===== config.mk =====
export PLATFORM = sky130hd
export DESIGN_NAME = vram_fill_engine
export DESIGN_NICKNAME = d
export VERILOG_FILES = /design/src/rtl/vram_fill_engine.sv
export SDC_FILE = /design/constraint.sdc
export NUM_CORES = 1
export LEC_CHECK = 0
export BUFFER_PORTS_ARGS = -buffer_cell sky130_fd_sc_hd__buf_2
export CORE_MARGIN = 3
export CORE_UTILIZATION = 55
export CTS_BUF_LIST = sky130_fd_sc_hd__clkbuf_16
export DETAILED_ROUTE_END_ITERATION = 7
export GPL_TIMING_DRIVEN = 0
export PLACE_DENSITY = 0.88
export SYNTH_ARGS = -nofsm -noshare
export SYNTH_HDL_FRONTEND = slang
export SYNTH_SLANG_ARGS = --single-unit

===== constraint.sdc =====
create_clock -name MEMORY_CLK -period 4.2 [get_ports MEMORY_CLK]
set_clock_uncertainty 0.15 [all_clocks]
set_input_delay 0.84 -clock MEMORY_CLK [delete_from_list [all_inputs] [get_ports MEMORY_CLK]]
set_output_delay 0.84 -clock MEMORY_CLK [all_outputs]
set_load 0.01 [all_outputs]

===== src/rtl/vram_fill_engine.sv =====
// VRAM fill engine: pattern fill of an address window plus a stalled CPU write path.
// Optional boot-time screen clear is built when VRAM_FILL_AUTOSTART_EN is defined.
module vram_fill_engine #(
    parameter int ADDR_W = 10,
    parameter int DATA_W = 8,
    parameter int DEPTH  = 1024,
    parameter int COLS   = 60
) (
    input  logic              MEMORY_CLK,
    input  logic              rst,
    input  logic              start,
    input  logic [1:0]        mode,
    input  logic [DATA_W-1:0] fill_value,
    input  logic [ADDR_W-1:0] base,
    input  logic [ADDR_W:0]   length,
    output logic              busy,
    output logic              done,
    input  logic              cpu_we,
    input  logic [ADDR_W-1:0] cpu_addr,
    input  logic [DATA_W-1:0] cpu_din,
    output logic              cpu_ready,
    output logic              v_cea,
    output logic [ADDR_W-1:0] v_ada,
    output logic [DATA_W-1:0] v_din
);

    localparam int CNT_W = ADDR_W + 1;
    localparam logic [CNT_W-1:0] DEPTH_C  = CNT_W'(DEPTH);
    localparam logic [CNT_W-1:0] COL_LAST = CNT_W'(COLS - 1);

    typedef enum logic [1:0] {IDLE, FILL, DONE} state_t;

    state_t            state, state_n;
    logic [1:0]        mode_r, mode_n;
    logic [DATA_W-1:0] val_r, val_n;
    logic [ADDR_W-1:0] base_r, base_n;
    logic [CNT_W-1:0]  len_r, len_n;
    logic [CNT_W-1:0]  idx_r, idx_n, row_r, row_n, col_r, col_n;
    logic              cea_n;
    logic [ADDR_W-1:0] ada_n;
    logic [DATA_W-1:0] din_n;

    logic              boot;
    logic              go;
    logic [1:0]        go_mode;
    logic [DATA_W-1:0] go_val;
    logic [ADDR_W-1:0] go_base;
    logic [CNT_W-1:0]  go_len_raw, go_len;

`ifdef VRAM_FILL_AUTOSTART_EN
    logic boot_r;

    // Pending boot clear is consumed by the first IDLE cycle after reset.
    always_ff @(posedge MEMORY_CLK) begin
        if (rst)
            boot_r <= 1'b1;
        else if (state == IDLE)
            boot_r <= 1'b0;
    end

    assign boot = boot_r;
`else
    assign boot = 1'b0;
`endif

    function automatic logic [DATA_W-1:0] pattern(
        input logic [1:0]        m,
        input logic [DATA_W-1:0] v,
        input logic [CNT_W-1:0]  i,
        input logic [CNT_W-1:0]  r,
        input logic [CNT_W-1:0]  c
    );
        case (m)
            2'd0:    pattern = v;
            2'd1:    pattern = v + DATA_W'(i);
            2'd2:    pattern = v + DATA_W'(r);
            default: pattern = (r[0] ^ c[0]) ? ~v : v;
        endcase
    endfunction

    assign go         = (state == IDLE) && (start || boot);
    assign go_mode    = boot ? 2'd0 : mode;
    assign go_val     = boot ? DATA_W'(8'h20) : fill_value;
    assign go_base    = boot ? '0 : base;
    assign go_len_raw = boot ? DEPTH_C : length;
    assign go_len     = (go_len_raw > DEPTH_C) ? DEPTH_C : go_len_raw;

    assign busy      = (state != IDLE) || (boot && !rst);
    assign done      = (state == DONE);
    assign cpu_ready = (state == IDLE) && !start && !boot;

    always_comb begin
        state_n = state;
        mode_n  = mode_r;
        val_n   = val_r;
        base_n  = base_r;
        len_n   = len_r;
        idx_n   = idx_r;
        row_n   = row_r;
        col_n   = col_r;
        cea_n   = 1'b0;
        ada_n   = v_ada;
        din_n   = v_din;
        case (state)
            IDLE: begin
                if (go) begin
                    mode_n = go_mode;
                    val_n  = go_val;
                    base_n = go_base;
                    len_n  = go_len;
                    idx_n  = '0;
                    row_n  = '0;
                    col_n  = '0;
                    if (go_len == '0) begin
                        state_n = DONE;
                    end else begin
                        // Word 0 is issued on the acceptance edge; its pattern is always the seed.
                        state_n = FILL;
                        cea_n   = 1'b1;
                        ada_n   = go_base;
                        din_n   = go_val;
                    end
                end else if (cpu_we && cpu_ready) begin
                    cea_n = 1'b1;
                    ada_n = cpu_addr;
                    din_n = cpu_din;
                end
            end
            FILL: begin
                if (idx_r == len_r - CNT_W'(1)) begin
                    state_n = DONE;
                end else begin
                    idx_n = idx_r + CNT_W'(1);
                    if (col_r == COL_LAST) begin
                        col_n = '0;
                        row_n = row_r + CNT_W'(1);
                    end else begin
                        col_n = col_r + CNT_W'(1);
                    end
                    cea_n = 1'b1;
                    ada_n = base_r + ADDR_W'(idx_n);
                    din_n = pattern(mode_r, val_r, idx_n, row_n, col_n);
                end
            end
            DONE:    state_n = IDLE;
            default: state_n = IDLE;
        endcase
    end

    always_ff @(posedge MEMORY_CLK) begin
        if (rst) begin
            state  <= IDLE;
            mode_r <= '0;
            val_r  <= '0;
            base_r <= '0;
            len_r  <= '0;
            idx_r  <= '0;
            row_r  <= '0;
            col_r  <= '0;
            v_cea  <= 1'b0;
            v_ada  <= '0;
            v_din  <= '0;
        end else begin
            state  <= state_n;
            mode_r <= mode_n;
            val_r  <= val_n;
            base_r <= base_n;
            len_r  <= len_n;
            idx_r  <= idx_n;
            row_r  <= row_n;
            col_r  <= col_n;
            v_cea  <= cea_n;
            v_ada  <= ada_n;
            v_din  <= din_n;
        end
    end

endmodule


# Word-level counts from Yosys, hierarchy flattened
# Cells that the tools add are included.
# W data, S select, Z words.
[op_classes]
addsub = 7
order_cmp = 1
eq_ne = 12
n_mux = 35
bitwise_logic = 2
reduce_logical = 14
[op_table]
columns = ["cell", "count"]
rows = [
  ["$mux W11", 11],
  ["$pmux W11 S2", 3],
  ["$mux W10", 4],
  ["$mux W8", 5],
  ["$add A11 B1 Y11 const B", 3],
  ["$pmux W8 S3", 1],
  ["$pmux W10 S2", 1],
  ["$add A8 B8 Y8", 2],
  ["$pmux W8 S2", 1],
  ["$eq A11 B11 Y1", 1],
  ["$eq A11 B6 Y1 const B", 1],
  ["$gt A11 B11 Y1 const B", 1],
  ["$logic_not A11 Y1", 1],
  ["$sub A11 B1 Y11 const B", 1],
  ["$add A10 B10 Y10", 1],
  ["$ne A2 B2 Y1 const B", 4],
  ["$not A8 Y8", 1],
  ["$reduce_and A4 Y1", 2],
  ["$mux W2", 3],
  ["$eq A2 B1 Y1 const B", 2],
  ["$eq A2 B2 Y1 const B", 2],
  ["$logic_not A2 Y1", 2],
  ["$mux W1", 4],
  ["$pmux W2 S2", 1],
  ["other kinds (9)", 13],
]
[word_totals]
register_bits = 85
inputBits = 53
output_inout_bits = 22
wordCells = 83

# Longest topological paths before layout
[depth]
depth_word = 9
ltp_mapped = 16
ltp_nobuf = 16

# Worst setup path after synthesis
# Ideal clock, no wire load.
[synth_timing]
kind = "flip-flop to flip-flop"
start = "register col_r[6]"
end = "register v_din[7]"
arrival_time_ps = 3363
setup_slack_ps = 612
stages_incl_launch_ff = 16
cell_sequence = "dfxtp_1 -> or4b_1 -> clkbuf_1 -> nor3_2 -> nand2_1 -> nor2_1 -> xnor2_1 -> a21oi_1 -> ha_1 -> nand3_1 -> o2111a_1 -> nor3_1 -> and3_1 -> o21ai_0 -> and3b_1 -> o21ai_0"
[synth_via]
elab_chain_cells = 9
[synth_rtl]
columns = ["element", "line", "text"]
rows = [
  ["start: declaration", "38", "logic [CNT_W-1:0] idx_r, idx_n, row_r, row_n, col_r, col_n;"],
  ["start signal: assignment", "171", "col_r <= col_n;"],
  ["$eq A11 B6 Y1 *", "134", "if (col_r == COL_LAST) begin"],
  ["branches (longest 5 deep; another with $add A8 B8 Y8)", "-", ""],
  ["$pmux W8 S3 *", "73", "case (m)"],
  ["$mux W8 *", "130", "if (idx_r == len_r - CNT_W'(1)) begin"],
  ["$pmux W8 S2 *", "104", "case (state)"],
  ["end signal: assignment", "174", "v_din <= din_n;"],
  ["end: declaration", "24", "output logic [DATA_W-1:0] v_din"],
]
# Every way passes the cells marked *. The select of a mux whose other input is x is not followed.
# A chain may end at the register's enable or synchronous reset.

# Final worst setup path
[layout_timing]
start = "register col_r[5]"
end = "register v_din[7]"
# The elaborated chain is that of the path after synthesis.

==> key figures <==
Outcome
  – Status: completed

Worst setup path
  – Crit-path cells: or4b_1 > clkbuf_1 > nor3_4 > buf_4 > nand4_1 > xor2_1 > a21oi_1 > ha_1 > nand3_1 > o2111a_1 > nor3_1 > and3_1 > o21ai_0 > and3b_1 > o21ai_0
  – CP required: 4.33 ns
  – Critical setup path kind: register to register
  – Worst Setup End Kind: register
  – Critical path peak fanout: 5
  – CP top delay family: simple AND/OR/NAND/NOR gates
  – Most numerous cell on the critical path: o21ai_0
  – CP Launch Type: register
  – Worst path bufs/invs: 2
  – Slowest CP cell: or4b_1
  – CP Data Arrival Time: 3.96 ns
  – WP depth: 15
  – Largest stage delay, worst path: 0.47 ns
  – R2R cell count: 15

Final layout
  – Syn-to-layout area delta: 17.0%
  – Nets: 834
  – Layout cell share with drive strength beyond 1: 17.2%
  – Most frequent cells in the layout: 100 x nand2_1, 82 x dfxtp_1, 79 x buf_2
  – N_diodes: 0
  – Most common cell after layout, fill and taps aside: nand2_1
  – Final Util: 66.6%
  – Post-route cell area: 6190 µm²

Clock network
  – # hold bufs at CTS: 0
  – CTS Buf Count: 9
  – Clock Latency Late Sink: 0.35 ns
  – Clk root buf: clkbuf_16
  – TritonCTS clock tree: built
  – Clock Tree Buf Depth: 2
  – Num Clock Sinks: 82
  – Worst-path clk slew: 0.06 ns
  – Htree depth: 3

Detailed routing
  – Final antenna-violating net count: 0
  – DRC violations left: 0
  – Drt first-iter violations: 391
  – Routed wire per std cell: 17.7 µm
  – Vias: 5396
  – Post-Route WL: 15800 µm
  – Routed vias/inst: 6.06
  – Drt first pass iters: 7

Floorplan
  – Initial Util: 57.0%
  – Die area: 10800 µm²
  – Chip height: 104 µm
  – Die X: 104 µm
  – Core area: 9280 µm²
  – Io pins: 75
  – FP Rows: 35

Global routing
  – First-pass GRT wire length: 24800 µm
  – Vias in the first global route: 5141
  – Pin count of the biggest net entering global routing: 15
  – Initial antenna violation count: 0
  – Grt ovf: 0
  – GRT Resource Usage Total: 28.4%

Timing
  – Max frequency: 261 MHz
  – Final worst path period share: 91.3%
  – Setup WS post-layout: 0.365 ns
  – Slew HR: 5.69%
  – RSZ-0062 raised after global routing: false
  – Worst Max-Slew Pin Slew: 1.39 ns
  – Setup TNS: 0 ns
  – Final min period: 3.84 ns
  – Final setup fails: 0
  – Final slew viol count: 0
  – Final hold violation count: 0

Place
  – GPL Wtd Cong: 0.942
  – Placed cell area: 5820 µm²
  – PortBufs: 74
  – Final HPWL DP: 11400 µm
  – DP Worst Slack: 0.118 ns

Yosys
  – Compound-cell area share of the yosys netlist: 22.6%
  – Number of synthesized flops with an enable pin: 0
  – Post-synthesis async set-or-reset flop share: 0%
  – Seq/Total Area, Yosys: 31.0%
  – Yosys cell types: 75
  – Main combinational cell family by area after synthesis: simple AND/OR/NAND/NOR gates
  – Synth Register Bits: 82
  – Synth Area per Inst: 7.91 µm²
  – Post-Synth Simple-Gate Area: 25.1%
  – Adder-cell share of the synthesized area: 6.20%
  – Proportion of synthesized area in mux cells: 2.48%
  – Mapped Area: 5290 µm²
  – Synth Instances: 669
  – Mapped Nets: 747
  – Xor/xnor share of the synthesized area: 7.78%
  – Ys flop type: dfxtp_1
  – Synthesis Warnings: 0

Hold path
  – Worst Hold Depth: 2
  – Worst Hold Class: register to register

Power and ir drop
  – LEAKAGE: 2.57 nW
  – Pwr Density: 351 nW/µm²
  – Max IR drop VDD: 0.322 mV
  – Tot Pwr: 0.00217 W

Run
  – Max-Cap Viols: 0
==> power breakdown <==
group	internal, W	switching, W
Clock	0.000581	0.000339
Combinational	0.000156	0.000248
Sequential	0.000816	0.0000344
Total	0.00155	0.000622
==> through the flow <==
step,hold WS [ns],cells
floorplan,0.291,669
global placement,0.294,872
detailed placement,0.303,872
CTS,0.312,888
global route,0.330,890
finish,0.311,890
==> metal layers <==
| metal | GRT usage [%] | routed length (µm) | share of wire (%) |
|---|---|---|---|
| met5 | 0 | 0 | 0 |
| met4 | 13.4 | 521 | 3.3 |
| met3 | 6.52 | 1420 | 9.0 |
| met1 | 36.1 | 6650 | 42 |
| met2 | 45.6 | 7200 | 46 |
==> Yosys cell counts (all sizes together), types with 2 or more instances <==
cell type	count	share of area (%)
nand2	109	8.2
dfxtp	82	31
a21oi	76	7.9
nor2	50	3.5
clkbuf	30	2.1
xnor2	29	4.8
nand3	28	2.6
ha	23	5.4
inv	20	1.4
o21ai	18	1.7
xor2	18	3.0
nor3	16	1.6
o211ai	16	2.3
mux2i	12	2.3
a211oi	11	1.6
and3	10	1.2
a22o	9	1.5
buf	9	1.3
nand2b	8	0.95
nor4	8	1.3
a31oi	7	0.83
nor2b	7	0.83
a311oi	6	1.6
nand3b	6	0.85
a32o	4	0.76
nand4	4	0.47
o21a	4	0.59
a21o	3	0.43
nor3b	3	0.43
o221ai	3	0.50
or3	3	0.35
a2111oi	2	0.45
and2	2	0.24
and3b	2	0.33
fa	2	0.76
o41ai	2	0.33
or2	2	0.24
or4	2	0.35
or4b	2	0.45
==> worst register-to-register path: cells and delay by family, from the launching register on <==
kind | cells | cell delay, ns
fa+ha+maj | 1 | 0.40
xor+xnor | 1 | 0.20
compound gates | 4 | 0.63
flops | 1 | 0.41
buf+inv | 2 | 0.35
simple gates | 7 | 1.63
==> final cells by class <==
cell class              instances  area, µm²
plain buffers                  39        179
repair buffers                 76        385
flip-flops and latches         82       1640
clock buffers                   9        225
well taps                     129        161
fillers                       802       3100
multi-input cells             528       3400
inverters                      20       75.1
clock inverters                 7        119
==> state kept, by name, indices dropped and copies added, names as in the netlist <==
signal,flops
col_r,11
idx_r,11
len_r,11
base_r,10
v_ada,10
row_r,8
v_din,8
val_r,8
mode_r,2
state,2
v_cea,1
==> kinds of logic (layout without fill, tap and decap cells) <==
logic type,count (synthesis),in the layout
buffers and inverters,59,151
AND/OR/NAND/NOR,268,268
multiplexers,13,13
XOR/XNOR,47,47
AO/OA/AOI/OAI,175,175
adder cells (fa/ha/maj),25,25
flip-flops,82,82
==> timing repair <==
item	CTS	global route
hold endpoints to repair	0	0
setup endpoints to repair	0	3
buffers inserted	0	2
resized for setup	0	1
==> final timing paths <==
path,start,end,slack (ns)
min reg2reg,v_ada[6]$_SDFFE_PP0P_,v_ada[6]$_SDFFE_PP0P_,0.31
max reg2reg,col_r[5]$_SDFFE_PP0P_,v_din[7]$_SDFFE_PP0P_,0.36
min,v_ada[6]$_SDFFE_PP0P_,v_ada[6]$_SDFFE_PP0P_,0.31
max,col_r[5]$_SDFFE_PP0P_,v_din[7]$_SDFFE_PP0P_,0.36
Power figures use the tool's default switching activity.
